### src/rtl/audio_rom_pkg.sv
// Shared constants for the audio lookup ROMs: the 32-note frequency table,
// the period rounding helper and the fixed-point quarter-wave sine generator.
package audio_rom_pkg;

    localparam int FREQ_BASE      = 270;
    localparam int PERIOD_NUM     = 65536;
    localparam int PHASE_POINTS   = 1024;
    localparam int QUARTER_POINTS = PHASE_POINTS / 4;
    localparam int NOTE_COUNT     = 32;

    typedef logic [10:0] freq_t;
    typedef logic [15:0] period_t;

    typedef struct packed {
        freq_t   freq;
        period_t period;
    } note_t;

    // round(FREQ_BASE * 2^((id-12)/12)), one semitone per entry.
    localparam freq_t FREQ_TABLE [NOTE_COUNT] = '{
        11'(FREQ_BASE / 2), 11'd143, 11'd152, 11'd161,
        11'd170,            11'd180, 11'd191, 11'd202,
        11'd214,            11'd227, 11'd241, 11'd255,
        11'(FREQ_BASE),     11'd286, 11'd303, 11'd321,
        11'd340,            11'd360, 11'd382, 11'd405,
        11'd429,            11'd454, 11'd481, 11'd510,
        11'(FREQ_BASE * 2), 11'd572, 11'd606, 11'd642,
        11'd680,            11'd721, 11'd764, 11'd809
    };

    // round-half-up of PERIOD_NUM / f, evaluated only at elaboration.
    function automatic period_t period_of(input int f);
        return period_t'((2 * PERIOD_NUM + f) / (2 * f));
    endfunction

    // pi in unsigned Q60 fixed point.
    localparam logic [127:0] PI_Q60 = 128'h3243F6A8885A308D;

    // round(A * sin(2*pi*k/1024)) with A = 2^(bits-1)-1, using a Q60 Taylor
    // series so the result does not depend on any tool's real-number support.
    function automatic logic [9:0] quarter_mag(input int bits, input int k);
        logic [127:0] theta;
        logic [127:0] theta2;
        logic [127:0] term;
        logic [127:0] sum;
        logic [127:0] amp;
        theta  = (PI_Q60 * 128'(k)) >> 9;
        theta2 = (theta * theta) >> 60;
        term   = theta;
        sum    = theta;
        for (int n = 1; n <= 14; n++) begin
            term = ((term * theta2) >> 60) / 128'((2 * n) * (2 * n + 1));
            if ((n % 2) == 1) begin
                sum = sum - term;
            end else begin
                sum = sum + term;
            end
        end
        amp = 128'((1 << (bits - 1)) - 1);
        return 10'((amp * sum + (128'(1) << 59)) >> 60);
    endfunction

endpackage

### src/rtl/sine_quarter_rom.sv
// Quarter-wave sine magnitude table, entries 0..255, built from BITS at
// elaboration; the peak entry (k = 256) is supplied by the caller.
module sine_quarter_rom
    import audio_rom_pkg::*;
#(
    parameter int BITS = 6
) (
    input  logic [7:0]      k,
    output logic [BITS-2:0] magnitude
);

    logic [BITS-2:0] table_w [QUARTER_POINTS];

    for (genvar g = 0; g < QUARTER_POINTS; g++) begin : g_entry
        localparam logic [9:0] MAG = quarter_mag(BITS, g);
        assign table_w[g] = MAG[BITS-2:0];
    end

    assign magnitude = table_w[k];

endmodule

### src/rtl/audio_rom.sv
// Registered audio lookup: sine level by phase index, plus note frequency
// and period constants by freq_id. All outputs have one cycle of latency.
module audio_rom
    import audio_rom_pkg::*;
#(
    parameter int BITS = 6
) (
    input  logic            clock,
    input  logic            reset,
    input  logic [9:0]      index,
    input  logic [4:0]      freq_id,
    output logic [BITS-1:0] level,
    output logic [10:0]     freq,
    output logic [15:0]     period
);

    // A = 2^(BITS-1)-1 is exactly the all-ones value of the magnitude width.
    localparam logic [BITS-2:0] AMP = '1;

    logic [1:0]      quad_w;
    logic [7:0]      k_w;
    logic [7:0]      rom_addr_w;
    logic [BITS-2:0] rom_mag_w;
    logic [BITS-2:0] mag_w;
    logic            peak_w;

    logic [BITS-1:0] level_d, level_q;
    note_t           note_d;
    freq_t           freq_q;
    period_t         period_q;

    note_t note_rom_w [NOTE_COUNT];

    for (genvar g = 0; g < NOTE_COUNT; g++) begin : g_note
        localparam period_t PER = period_of(int'(FREQ_TABLE[g]));
        assign note_rom_w[g] = '{freq: FREQ_TABLE[g], period: PER};
    end

    sine_quarter_rom #(
        .BITS(BITS)
    ) u_quarter (
        .k        (rom_addr_w),
        .magnitude(rom_mag_w)
    );

    // Odd quadrants read the table backwards: M(256-k); k = 0 there is the peak.
    always_comb begin
        quad_w     = index[9:8];
        k_w        = index[7:0];
        rom_addr_w = quad_w[0] ? (~k_w + 8'd1) : k_w;
        peak_w     = quad_w[0] && (k_w == 8'd0);
        mag_w      = peak_w ? AMP : rom_mag_w;
        level_d    = quad_w[1] ? ({1'b0, AMP} - {1'b0, mag_w})
                               : ({1'b0, AMP} + {1'b0, mag_w});
        note_d     = note_rom_w[freq_id];
    end

    always_ff @(posedge clock or posedge reset) begin
        if (reset) begin
            level_q  <= '0;
            freq_q   <= '0;
            period_q <= '0;
        end else begin
            level_q  <= level_d;
            freq_q   <= note_d.freq;
            period_q <= note_d.period;
        end
    end

    assign level  = level_q;
    assign freq   = freq_q;
    assign period = period_q;

endmodule

### config.mk
export PLATFORM = sky130hd
export DESIGN_NAME = audio_rom
export DESIGN_NICKNAME = d
export VERILOG_FILES = /design/src/rtl/audio_rom_pkg.sv /design/src/rtl/sine_quarter_rom.sv /design/src/rtl/audio_rom.sv
export SDC_FILE = /design/constraint.sdc
export NUM_CORES = 1
export LEC_CHECK = 0
export ABC_CLOCK_PERIOD_IN_PS = 900
export CORE_MARGIN = 8
export CORE_UTILIZATION = 34
export DETAILED_ROUTE_END_ITERATION = 8
export GPL_TIMING_DRIVEN = 0
export PLACE_DENSITY_LB_ADDON = 0.08
export SYNTH_ARGS = -nofsm -noshare
export SYNTH_HDL_FRONTEND = slang
export SYNTH_SLANG_ARGS = --single-unit
### constraint.sdc
create_clock -name clock -period 0.9 [get_ports clock]
set_clock_uncertainty 0.05 [all_clocks]
set_input_delay 0.18 -clock clock [delete_from_list [all_inputs] [get_ports clock]]
set_output_delay 0.18 -clock clock [all_outputs]
set_load 0.02 [all_outputs]
==> flow_summary.json <==
{
  "wirelength_um": 9930,
  "yosysTopAreaCell": "dfrtp_1",
  "n_antenna_cell": 0,
  "num_rows": 33,
  "setup.worst_path.start": "index[0]",
  "hold_class": "in2reg",
  "root_buffer": "clkbuf_8",
  "io_pins": 50,
  "tightest_slew_ns": 0.648,
  "grt_pass1_vias": 3093,
  "synth_seq_cells": 25,
  "die_w_um": 107,
  "peakVddDrop_mv": 0.755,
  "power.net_switching_w": 0.00196,
  "start_util": 0.347,
  "p_sw_frac": 0.397,
  "synth_seq_area_share": 0.223,
  "final_util": 0.558,
  "power_leakage_nw": 1.81,
  "grtUsageTotal": 0.169,
  "p_seq_frac": 0.272,
  "synthFlopType": "dfrtp_1",
  "grt_start_max_net_pins": 26,
  "ant_nets": 0,
  "hold_viol_final": 0,
  "dr.pass1.iters": 5,
  "hold_end": "freq[9]",
  "synth_edf_count": 0,
  "avgSynthCellArea_um2": 7.52,
  "gp_congestion": 0.917,
  "seqCellArea_um2": 626,
  "dieArea_um2": 11400,
  "ys_warn_count": 0,
  "path_clk_slew_ns": 0.08,
  "synthArstFlopShare": 1.00,
  "violations": "negative setup slack",
  "path_max_fanout": 5,
  "syn_area_um2": 2810,
  "cts_sinks": 25,
  "synth_cells": 373,
  "synth_cell_type_count": 73,
  "timing_worst_setup_path_type": "in2reg",
  "cap_violations": 0,
  "cts_tree": "yes",
  "fin_nets": 486,
  "drc_errors": 0,
  "worstHoldStart": "freq_id[3]",
  "synth_top_area_frac": 0.223,
  "maxSlewHeadroom": 0.565,
  "synth.area.top_cells": "dfrtp_1, o21ai_0, a21oi_1",
  "period_share": 3.14,
  "power_density_nw_per_um2": 1090,
  "p_int_w": 0.00297,
  "hold_buffers": 0,
  "vias_per_cell": 5.72,
  "finalSetupViolCount": 46,
  "drtIter0Drc": 222,
  "overflow": 0,
  "multi_input_comb_area_um2": 2460,
  "pwr-share-comb": 0.592,
  "h-tree-depth": 1,
  "via_count": 3219,
  "run_status": "finished, violations left",
  "slew_violations": 0,
  "start_kind": "input port",
  "die_h_um": 107,
  "worstHoldPathCells": 3,
  "fin_crit_ns": 2.83,
  "final.setup.worst_slack_ns": -1.93,
  "core_area_um2": 8090,
  "rsz0062_at_grt": "yes",
  "antenna_found_initial": 0,
  "place.detailed.hpwl_um": 6890,
  "cts.path.max_buffers": 2,
  "fin_tns_setup_ns": -16.21,
  "drive_above_1_share": 0.450,
  "area_growth_pct": 60.9,
  "cp.arrival_ns": 2.94,
  "end_kind": "flip-flop",
  "grt_pass1_wl_um": 16100,
  "fillCellCount": 744,
  "cp.required_ns": 1.01,
  "clockPowerShare": 0.135,
  "wire_per_inst_um": 17.6,
  "cts_inserted_buffers": 3,
  "clock.fmax_ghz": 0.354,
  "portBuffers": 37
}
==> final cells by class <==
| type | count | area share |
|---|---|---|
| Buffer | 38 | 0.0828 |
| Clock buffer | 3 | 0.00914 |
| Clock inverter | 1 | 0.00166 |
| Inverter | 16 | 0.0208 |
| Multi-Input combinational cell | 301 | 0.544 |
| Sequential cell | 25 | 0.139 |
| Tap cell | 105 | 0.0291 |
| Timing Repair Buffer | 74 | 0.174 |
==> routing by layer <==
layer  wire, um  up-vias  GRT usage
met4        116        0     0.0312
met3        634       12     0.0372
met5          0        -          0
met1       4580     1562      0.235
li1           -     1532          -
met2       4590      113      0.262
==> power by group through the flow <==
| stage | Sequential (W) | Clock (W) | Combinational [W] |
|---|---|---|---|
| 2_1_floorplan | 0.00153 | 0 | 0.00126 |
| 3_3_place_gp | 0.00133 | 0 | 0.00218 |
| 3_5_place_dp | 0.00133 | 0 | 0.00219 |
| 4_1_cts | 0.00134 | 0.000692 | 0.00267 |
| 5_1_grt | 0.00135 | 0.000738 | 0.00312 |
| 6_report | 0.00134 | 0.000667 | 0.00292 |
==> cell usage in the layout, fill, tap and decap left out, types with 7 or more instances in the layout <==
| cell type | n |
|---|---|
| o21ai_1 | 21 |
| nand3_1 | 8 |
| a21oi_1 | 26 |
| nor2_1 | 17 |
| o21ai_0 | 13 |
| conb_1 | 8 |
| buf_4 | 32 |
| o21ai_2 | 8 |
| clkbuf_8 | 9 |
| nand2_1 | 30 |
| inv_1 | 7 |
| ha_4 | 8 |
| nor2_2 | 7 |
| nand2b_1 | 10 |
| dfrtp_1 | 25 |
| buf_6 | 43 |
| buf_2 | 7 |
==> state kept, by name, summed over array words and instances, names as in the netlist <==
| name | flops |
|---|---|
| period | 9 |
| freq | 10 |
| level | 6 |
==> kinds of logic after synthesis <==
family	share of synthesized area
flops	0.223
compound gates	0.320
other cells	0.00134
simple gates	0.235
xor+xnor	0.0459
mux	0.0392
fa+ha+maj	0.0446
buf+inv	0.0918
==> cell usage after synthesis (3+ instances only) <==
master and n:
buf_1 5, a311oi_1 3, buf_2 8, mux2_2 4
a31oi_1 7, nor3b_1 3, and3_1 4, nor2_1 26
nand3_1 9, xnor2_1 10, clkbuf_1 15, nand2_1 36
a32oi_1 3, a211oi_1 8, o211ai_1 5, nor4_1 5
o21ai_0 41, nand4_1 3, dfrtp_1 25, nor2b_1 6
o31ai_1 4, inv_1 14, ha_1 10, nor3_1 9
buf_4 8, nand2b_1 11, a21oi_1 30
==> critical path: stages <==
cell       delay (ns)
buf_8            0.08
buf_12           0.09
inv_4            0.03
ha_4             0.18
buf_6            0.13
o31a_1           0.27
o311ai_4         0.26
o31ai_4          0.16
nor4_4           0.18
a2111oi_2        0.06
or4_4            0.57
or4_1            0.48
o31a_1           0.25
==> timing repair <==
action | CTS | global route
buffers inserted | 26 | 8
cloned | 3 | 0
endpoints found under the setup margin | 75 | 48
resized for setup | 284 | 46
pin swaps | 29 | 17
==> per-stage QoR <==
| stage | hold WS, ns | total power (W) | setup slack, ns | instances | cell area (um2) |
|---|---|---|---|---|---|
| after floorplan | 0.157 | 0.00279 | -2.02 | 380 | 3070 |
| after global placement | 0.621 | 0.00351 | -2.92 | 522 | 3570 |
| final | 0.225 | 0.00492 | -1.93 | 563 | 4520 |
| after CTS | 0.207 | 0.00470 | -1.92 | 555 | 4280 |
| after global routing | 0.220 | 0.00522 | -2.03 | 563 | 4520 |
| after detailed placement | 0.632 | 0.00352 | -2.94 | 522 | 3570 |
==> how the worst max path moves through the flow <==
stage                     slack (ns)       end  cells past startpoint
after global placement         -2.92  level[5]                     13
after CTS                      -1.92  level[5]                     13
final                          -1.93  level[5]                     13
after detailed placement       -2.94  level[5]                     13
after global routing           -2.03  level[5]                     13
after floorplan                -2.02  level[5]                     12
No activity file was read; power rests on OpenSTA's default activity.
